===== src/rtl/pc_predict_update.sv =====
// rtl/pc_predict_update.sv - fetch PC register with next-PC prediction and return-address stack
module pc_predict_update #(
  parameter int                ADDR_W    = 64,
  parameter int                RAS_DEPTH = 8,
  parameter logic [ADDR_W-1:0] RESET_PC  = '0
) (
  input  logic                         clk,
  input  logic                         rst_n,
  input  logic                         f_valid,
  input  logic [3:0]                   f_icode,
  input  logic [ADDR_W-1:0]            f_valC,
  input  logic [ADDR_W-1:0]            f_valP,
  input  logic                         stall,
  input  logic                         mispredict,
  input  logic [ADDR_W-1:0]            mis_target,
  input  logic                         ret_redirect,
  input  logic [ADDR_W-1:0]            ret_target,
  input  logic [1:0]                   status,
  output logic [ADDR_W-1:0]            pc,
  output logic [ADDR_W-1:0]            pred_pc,
  output logic [$clog2(RAS_DEPTH):0]   ras_count,
  output logic                         ras_overflow,
  output logic                         ret_wait,
  output logic                         halted
);

  localparam int PTR_W = $clog2(RAS_DEPTH);
  localparam int CNT_W = PTR_W + 1;
  localparam logic [CNT_W-1:0] CNT_FULL = CNT_W'(RAS_DEPTH);

  localparam logic [3:0] I_JXX  = 4'h7;
  localparam logic [3:0] I_CALL = 4'h8;
  localparam logic [3:0] I_RET  = 4'h9;

  typedef enum logic [1:0] {
    RUN      = 2'd0,
    RET_WAIT = 2'd1,
    HALT     = 2'd2
  } state_t;

  state_t             state_q, state_d;
  logic [ADDR_W-1:0]  pc_q, pc_d;
  logic [PTR_W-1:0]   ptr_q, ptr_d;
  logic [CNT_W-1:0]   count_q, count_d;
  logic               ovf_q, ovf_d;
  logic               push, pop;
  logic [ADDR_W-1:0]  ras_q [RAS_DEPTH];
  logic [ADDR_W-1:0]  ras_top;

  // The pointer addresses the next free slot, so the top lives one below it (wrapping).
  assign ras_top = ras_q[ptr_q - PTR_W'(1)];

  // Zero-latency prediction: taken for jXX/call, RAS top for ret when the stack holds something.
  always_comb begin
    pred_pc = f_valP;
    if (f_icode == I_JXX || f_icode == I_CALL) begin
      pred_pc = f_valC;
    end else if (f_icode == I_RET && count_q != '0) begin
      pred_pc = ras_top;
    end
  end

  // Next-state selection: corrections from later stages outrank the fetch-side prediction.
  always_comb begin
    state_d = state_q;
    pc_d    = pc_q;
    push    = 1'b0;
    pop     = 1'b0;
    case (state_q)
      RUN: begin
        if (status != 2'd0) begin
          state_d = HALT;
        end else if (mispredict) begin
          pc_d = mis_target;
        end else if (ret_redirect) begin
          pc_d = ret_target;
        end else if (!stall && f_valid) begin
          pc_d = pred_pc;
          if (f_icode == I_CALL) begin
            push = 1'b1;
          end else if (f_icode == I_RET) begin
            if (count_q != '0) begin
              pop = 1'b1;
            end else begin
              // Nothing to predict from: park until writeback resolves the target.
              pc_d    = pc_q;
              state_d = RET_WAIT;
            end
          end
        end
      end
      RET_WAIT: begin
        if (status != 2'd0) begin
          state_d = HALT;
        end else if (mispredict) begin
          pc_d    = mis_target;
          state_d = RUN;
        end else if (ret_redirect) begin
          pc_d    = ret_target;
          state_d = RUN;
        end
      end
      default: begin
        state_d = HALT;
      end
    endcase
  end

  // Stack bookkeeping: a push while full overwrites the oldest slot and flags it stickily.
  always_comb begin
    ptr_d   = ptr_q;
    count_d = count_q;
    ovf_d   = ovf_q;
    if (push) begin
      ptr_d = ptr_q + PTR_W'(1);
      if (count_q == CNT_FULL) begin
        ovf_d = 1'b1;
      end else begin
        count_d = count_q + CNT_W'(1);
      end
    end else if (pop) begin
      ptr_d   = ptr_q - PTR_W'(1);
      count_d = count_q - CNT_W'(1);
    end
  end

  // Control and PC registers with asynchronous reset.
  always_ff @(posedge clk or negedge rst_n) begin
    if (!rst_n) begin
      state_q <= RUN;
      pc_q    <= RESET_PC;
      ptr_q   <= '0;
      count_q <= '0;
      ovf_q   <= 1'b0;
    end else begin
      state_q <= state_d;
      pc_q    <= pc_d;
      ptr_q   <= ptr_d;
      count_q <= count_d;
      ovf_q   <= ovf_d;
    end
  end

  // Stack storage needs no reset; entries are only read once written.
  always_ff @(posedge clk) begin
    if (push) begin
      ras_q[ptr_q] <= f_valP;
    end
  end

  assign pc           = pc_q;
  assign ras_count    = count_q;
  assign ras_overflow = ovf_q;
  assign ret_wait     = (state_q == RET_WAIT);
  assign halted       = (state_q == HALT);

endmodule


===== config.mk =====
export PLATFORM = sky130hd
export DESIGN_NAME = pc_predict_update
export DESIGN_NICKNAME = d
export VERILOG_FILES = /design/src/rtl/pc_predict_update.sv
export SDC_FILE = /design/constraint.sdc
export NUM_CORES = 1
export LEC_CHECK = 0
export BUFFER_PORTS_ARGS = -buffer_cell sky130_fd_sc_hd__buf_2
export CORE_MARGIN = 2
export CORE_UTILIZATION = 39
export DETAILED_ROUTE_END_ITERATION = 6
export PLACE_DENSITY = 0.65
export SYNTH_ARGS = -nofsm -noshare
export SYNTH_HDL_FRONTEND = slang
export SYNTH_SLANG_ARGS = --single-unit

===== constraint.sdc =====
create_clock -name clk -period 6.4 [get_ports clk]
set_input_delay 0 -clock clk [delete_from_list [all_inputs] [get_ports clk]]
set_output_delay 0 -clock clk [all_outputs]
set_load 0.01 [all_outputs]

==> results of run 1 <==
[metal layers]
| metal | part of all wire | global-route usage |
|---|---|---|
| met1 | 0.42 | 0.277 |
| met2 | 0.48 | 0.341 |
| met3 | 0.080 | 0.0470 |
| met4 | 0.018 | 0.0482 |
| met5 | 0.00048 | 0 |
[Yosys cell counts (all sizes together), types with 2 or more instances]
library cell / count / area [sq um]
edfxtp: 512 / 15400
nand2: 194 / 728
nor2: 143 / 539
a31oi: 128 / 801
mux4: 126 / 2840
clkbuf: 74 / 278
dfrtp: 74 / 1850
mux2: 65 / 732
a21boi: 64 / 480
a222oi: 63 / 631
buf: 38 / 257
inv: 7 / 26.3
nor3: 5 / 25.0
a21oi: 4 / 23.8
ha: 4 / 50.1
mux2i: 4 / 40.0
xnor2: 4 / 35.0
xor2: 4 / 35.0
a22oi: 3 / 22.5
nand2b: 3 / 18.8
nor2b: 3 / 18.8
a2111oi: 2 / 23.8
a211oi: 2 / 27.5
a21o: 2 / 15.0
a31o: 2 / 17.5
nand3b: 2 / 15.0
[report_power, final]
| group | internal (mW) | switching [mW] |
|---|---|---|
| clock network | 2.02 | 1.44 |
| registers | 4.19 | 0.0282 |
| logic | 1.13 | 1.06 |
[tightest hold or removal path, cell delays in order]
cell	delay [ns]
buf_2	0.10
or4b_4	0.19
nor2_1	0.12
nor2_1	0.15
xnor2_1	0.07
[flip-flops by register name, summed over array words and instances (netlist names)]
signal,count
pc,64
ptr_q,3
ras_q,512
ras_overflow,1
state_q,2
ras_count,4
[cell type report]
class	instances	area, sq um	area share
sequential	586	17200	0.539
timing repair buffer	631	4280	0.134
multi-input combinational	842	7380	0.231
antenna	2	5.00	0.000157
inverter	7	27.5	0.000862
clock inverter	31	305	0.00956
tap	846	1060	0.0331
clock buffer	79	1650	0.0518
[how the worst max path moves through the flow]
stage                     startpoint          end  slack, ns  depth (start not counted)
after floorplan           state_q[0]  ras_q[4][0]       0.27                          5
after global placement      ptr_q[0]  ras_q[2][4]       2.54                          5
after detailed placement    ptr_q[0]  ras_q[6][7]       2.49                          5
after CTS                   ptr_q[0]  pred_pc[48]       2.11                          8
after global routing        ptr_q[0]  pred_pc[48]       1.97                          8
final                       ptr_q[0]  pred_pc[43]       2.16                          8
[kinds of logic (layout without fill, tap and decap cells)]
kind of cell / after synthesis / in the layout / synth area share
AND/OR/NAND/NOR: 361 / 361 / 0.0571
multiplexers: 195 / 195 / 0.144
other: 0 / 2 / 0
flip-flops: 586 / 586 / 0.688
AO/OA/AOI/OAI: 273 / 273 / 0.0824
buffers and inverters: 119 / 748 / 0.0224
adder cells (fa/ha/maj): 5 / 5 / 0.00280
XOR/XNOR: 8 / 8 / 0.00280
[stage by stage]
step | instance area [sq um] | instances | utilization | setup WS (ns) | total power, mW
6_report | 31900 | 3024 | 0.504 | 2.16 | 9.87
2_1_floorplan | 25000 | 1547 | - | 0.267 | 5.78
3_5_place_dp | 27900 | 2709 | 0.441 | 2.49 | 6.42
3_3_place_gp | 27900 | 2709 | 0.441 | 2.54 | 6.40
4_1_cts | 31900 | 3022 | 0.504 | 2.11 | 9.97
5_1_grt | 31900 | 3022 | 0.504 | 1.97 | 10.3
==> results.cfg, run 1 <==
[floorplanning]
die_w_um = 257
row_count = 92
io_pins = 403
start_util = 0.395
dieArea_sq_mm = 0.0662
fp.dieH_um = 257
core_sq_mm = 0.0633

[grt]
grt_pass1_wl_um = 104000
track_usage = 0.206
overflow = 0
grt_max_degree = 91
grt_pass1_vias = 17100
antenna_found_initial = 6

[cts]
holdBufCountCts = 203
htreeDepth = 2
clock_path_buffers = 3
path_clk_slew_ns = 0.06
clock_latency_ns = 0.61
cts_setup_buffers = 0
cts_resized = 0
clock-sinks = 586
cts_made_buffers = 59
tritoncts = done
clockRootBuffer = clkbuf_16

[power_and_ir_drop]
vdd_ir_drop_max_mv = 0.291
powerDensity_mw_per_mm2 = 309
p_leak_nw = 11.4

[logic_synthesis]
syn-cell-area_sq_mm = 0.0250
synth_cell_types = 52
avgSynthCellArea_sq_um = 16.2
yosys_warnings = 0
synth_nets = 1820
synth_edf_count = 512
yosys_most_used_dff = edfxtp_1
synthCells = 1547
synthArstFlopShare = 0.126
ys_ff_latch = 586
yosysSeqAreaShare = 0.688

[sta]
slew_headroom = 0.158
min_period_ns = 4.24
fin_worst_skew_ns = 0.0144
tightest_slew_ns = 1.26
tns_ns = 0
whs_ns = 0.0762
setup_viol = 0
drv_slew = 0
rsz0062_at_grt = no
max_freq_mhz = 236
finalCritPeriodShare = 0.663
hold_viol = 0

[cells_and_area]
layout.cells.most_common_list = edfxtp_1 (512), buf_2 (400), dlygate4sd3_1 (202)
layout_commonest_cell = edfxtp_1
fill_cells = 5231
area_growth_pct = 27.6
layout-drive-gt1-share = 0.335
fin_nets = 2400

[setup_path]
r2r_start = ptr_q[0]
reg2reg_slack_ns = 2.55
worstPathArrival_ns = 4.24
required_ns = 6.40
critical-path-slowest-cell = ha_4
startpoint_type = register
crit_type = register to output pin
rr_worst_depth = 5
endpoint_kind = output pin
worst-path-buf-inv = 3
cpPeakStageDelay_ns = 0.92
rr_endpoint = ras_q[6][60]
crit_path_cell_trace = clkinv_2 -> ha_4 -> buf_4 -> mux4_2 -> mux2_2 -> nand2_1 -> a31oi_1 -> buf_2
crit_family = buffers and inverters
critPathMaxFanout = 62

[hold_path]
hold_path_end = ptr_q[0]
worstHoldStart = f_icode[2]
hp-class = primary input to register
whs_path_depth = 5

[placement]
gp_congestion = 0.777
hpwl_um = 41900
numPortBuffers = 402

[routing]
dr.pass1.iters = 7
wl_per_cell_um = 22.8
wirelength_um = 69100
detail-route-antenna-nets = 0
via_per_inst = 5.56
drcViolationCount = 24
drt_iter0_markers = 1680
vias = 16800

[flow_run]
cap_viol_max_count = 0

[status]
violations = DRC
run_status = finished, violations left
No activity file was read; power rests on OpenSTA's default activity.
==> inputs of run 2 (changes only) <==
- ABC_AREA: unset -> 1
- PLACE_DENSITY: 0.65 -> 0.64
- clock period: 6.4 -> 3.9 ns (I/O delays scaled with it)
==> results.cfg, run 2 <==
[status]
run_status = finished clean

[logic_synthesis]
synth.area.top_cells = edfxtp_1 (54%), nand2_1 (14%), inv_1 (7.4%)
synth_nets = 3500
yosys_most_used_dff = edfxtp_1
yosysSeqAreaShare = 0.608
synth_area_leader_cell = edfxtp_1
synthTopCellsByCount = nand2_1 (1083), inv_1 (556), edfxtp_1 (512), nand3_1 (389), a21oi_1 (193)
synthCells = 3227
synth_cell_types = 29
synth.most_common_cell = nand2_1
synth_edf_count = 512
synth.top_cell.area_share = 0.543
avgSynthCellArea_sq_um = 8.78
yosys_warnings = 0
synthArstFlopShare = 0.126
syn-cell-area_sq_mm = 0.0283
ys_ff_latch = 586

[setup_path]
cpPeakStageDelay_ns = 0.55
crit_type = register to register
critical-path-slowest-cell = dlygate4sd3_1
startpoint_type = register
worstPathArrival_ns = 4.24
endpoint_kind = register
crit_path_cell_trace = inv_1 -> ha_4 -> inv_6 -> buf_12 -> nand3_1 -> nand3_1 -> nand3_1 -> nand2_1 -> nand2_1 -> nand2_1 -> nand2_1 -> dlygate4sd3_1 -> a21oi_1 -> dlygate4sd3_1
crit_path_frequent_cell = nand2_1
required_ns = 4.49
critPathMaxFanout = 36

[cells_and_area]
top_register = ras_q
largest_register_ffs = 512
layout.area.seq_sq_mm = 0.0172
layout_commonest_cell = nand2_1
area_growth_pct = 27.4
instances_no_fill = 4817
multi_input_area_sq_mm = 0.00830
fin_nets = 4088
fill_cells = 6481
layout.cells.most_common_list = nand2_1 (1081), inv_1 (554), edfxtp_1 (512)
layout-drive-gt1-share = 0.148

[sta]
setup_viol = 0
hold_viol = 0
max_freq_mhz = 274
tightest_slew_ns = 0.959
fin_worst_skew_ns = 0.0213
min_period_ns = 3.65
rsz0062_at_grt = no
finalCritPeriodShare = 0.936
slew_headroom = 0.361
tns_ns = 0
drv_slew = 0

[hold_path]
hp-class = primary input to register

[power_and_ir_drop]
p_int_mw = 10.9
power_frac_seq = 0.485
clkPwrFrac = 0.423
comb_power_share = 0.092
switching_power_mw = 3.35
vdd_ir_drop_max_mv = 0.360
powerDensity_mw_per_mm2 = 395
p_leak_nw = 16.7
p_sw_frac = 0.235
power_mw = 14.3

[routing]
vias = 25000
dr.pass1.iters = 6
wl_per_cell_um = 20.2
drt_iter0_markers = 2568
drcViolationCount = 0
detail-route-antenna-nets = 0
wirelength_um = 97300
via_per_inst = 5.19

[flow_run]
cap_viol_max_count = 0

[cts]
clockRootBuffer = clkbuf_16
tritoncts = done
cts_made_buffers = 59
path_clk_slew_ns = 0.07
htreeDepth = 2
clock_path_buffers = 3
clock_latency_ns = 0.66
cts_setup_buffers = 0
clock-sinks = 586

[grt]
grt_util_met3 = 0.0402
overflow = 0
use_met1 = 0.334
grt_max_degree = 134
antenna_found_initial = 8
track_usage = 0.250
grt_pass1_vias = 23500
grt_pass1_wl_um = 142000
grt_most_used_layer = met2
use_met2 = 0.403

[floorplanning]
start_util = 0.395
die_w_um = 274
io_pins = 403
dieArea_sq_mm = 0.0748
fp.dieH_um = 274
row_count = 98
core_sq_mm = 0.0717

[placement]
dpl.cell_count = 4453
gp_congestion = 0.904
numPortBuffers = 402
hpwl_um = 58700
-- run 2: changes by cell type in the layout (fill, tap and decap cells not counted), moves of 63 or more --
cell      delta
a21oi_1    +191
a222oi_1    -63
a31oi_1    -128
inv_1      +549
mux2_2      -63
mux4_2     -126
nand2_1    +887
nand3_1    +388
-- run 2: power groups by stage --
stage | sequential (mW) | clock, mW | combinational (mW)
after floorplan | 7.07 | 0 | 0.401
after global placement | 7.05 | 0 | 1.02
after detailed placement | 7.05 | 0 | 1.02
after CTS | 6.92 | 6.08 | 1.27
after global routing | 6.92 | 6.31 | 1.39
final | 6.92 | 6.04 | 1.31
-- run 2: what timing repair did --
item / CTS / global route
endpoints found under the setup margin: 0 / 2
resized for setup: 0 / 7
hold buffers: 250 / 0
endpoints found under the hold margin: 626 / 0
-- run 2: metrics by stage --
stage	utilization	hold slack [ns]	setup slack [ns]	cell area (sq um)
detailed placement	0.438	0.0896	0.925	31500
global route	0.503	0.0869	0.0685	36100
floorplan	-	-0.296	-0.153	28400
global placement	0.438	0.0857	0.943	31500
finish	0.503	0.0517	0.249	36100
CTS	0.502	0.0162	0.0349	36000
-- run 2: layout make-up --
type	instances	area share
sequential	586	0.477
multi-input combinational	1901	0.230
timing repair buffer	707	0.144
inverter	560	0.0588
clock buffer	69	0.0428
tap	950	0.0329
clock inverter	41	0.0143
antenna	3	0.000208
-- run 2: path summary, 6_finish.rpt --
path	from	to	slack [ns]	cells after the start
setup / recovery	ptr_q[1]	pc[59]	0.25	14
hold / removal	f_valid	ptr_q[2]	0.05	7
setup reg to reg	ptr_q[1]	pc[59]	0.25	14
hold reg to reg	ras_overflow	ras_overflow	0.49	2
max in group asynchronous	rst_n	pc[35]	3.02	4
min in group asynchronous	rst_n	pc[59]	0.49	4
-- run 2: critical path, delay by kind of cell (launching register included) --
kind | cells | cell delay, ns
and+or+nand+nor | 7 | 0.60
AOI/OAI and AO/OA | 1 | 0.12
buffers and inverters | 5 | 2.05
DFF | 1 | 0.50
adders and majority gates | 1 | 0.31
-- run 2: routing by layer --
layer | part of all wire | up-vias | routed length, um
met3 | 0.090 | 344 | 8770
met1 | 0.40 | 11800 | 38700
met2 | 0.47 | 1414 | 45200
met5 | 0.00049 | - | 48
li1 | - | 11400 | -
met4 | 0.046 | 8 | 4520
-- run 2: kinds of logic (layout without fill, tap and decap cells) --
family / after synthesis / count (layout) / synth area share
and+or+nand+nor: 1626 / 1626 / 0.234
buffers and inverters: 740 / 1377 / 0.104
DFF: 586 / 586 / 0.608
AOI/OAI and AO/OA: 262 / 262 / 0.0488
xor gates and xnor gates: 8 / 8 / 0.00274
adders and majority gates: 5 / 5 / 0.00247
other: 0 / 3 / 0
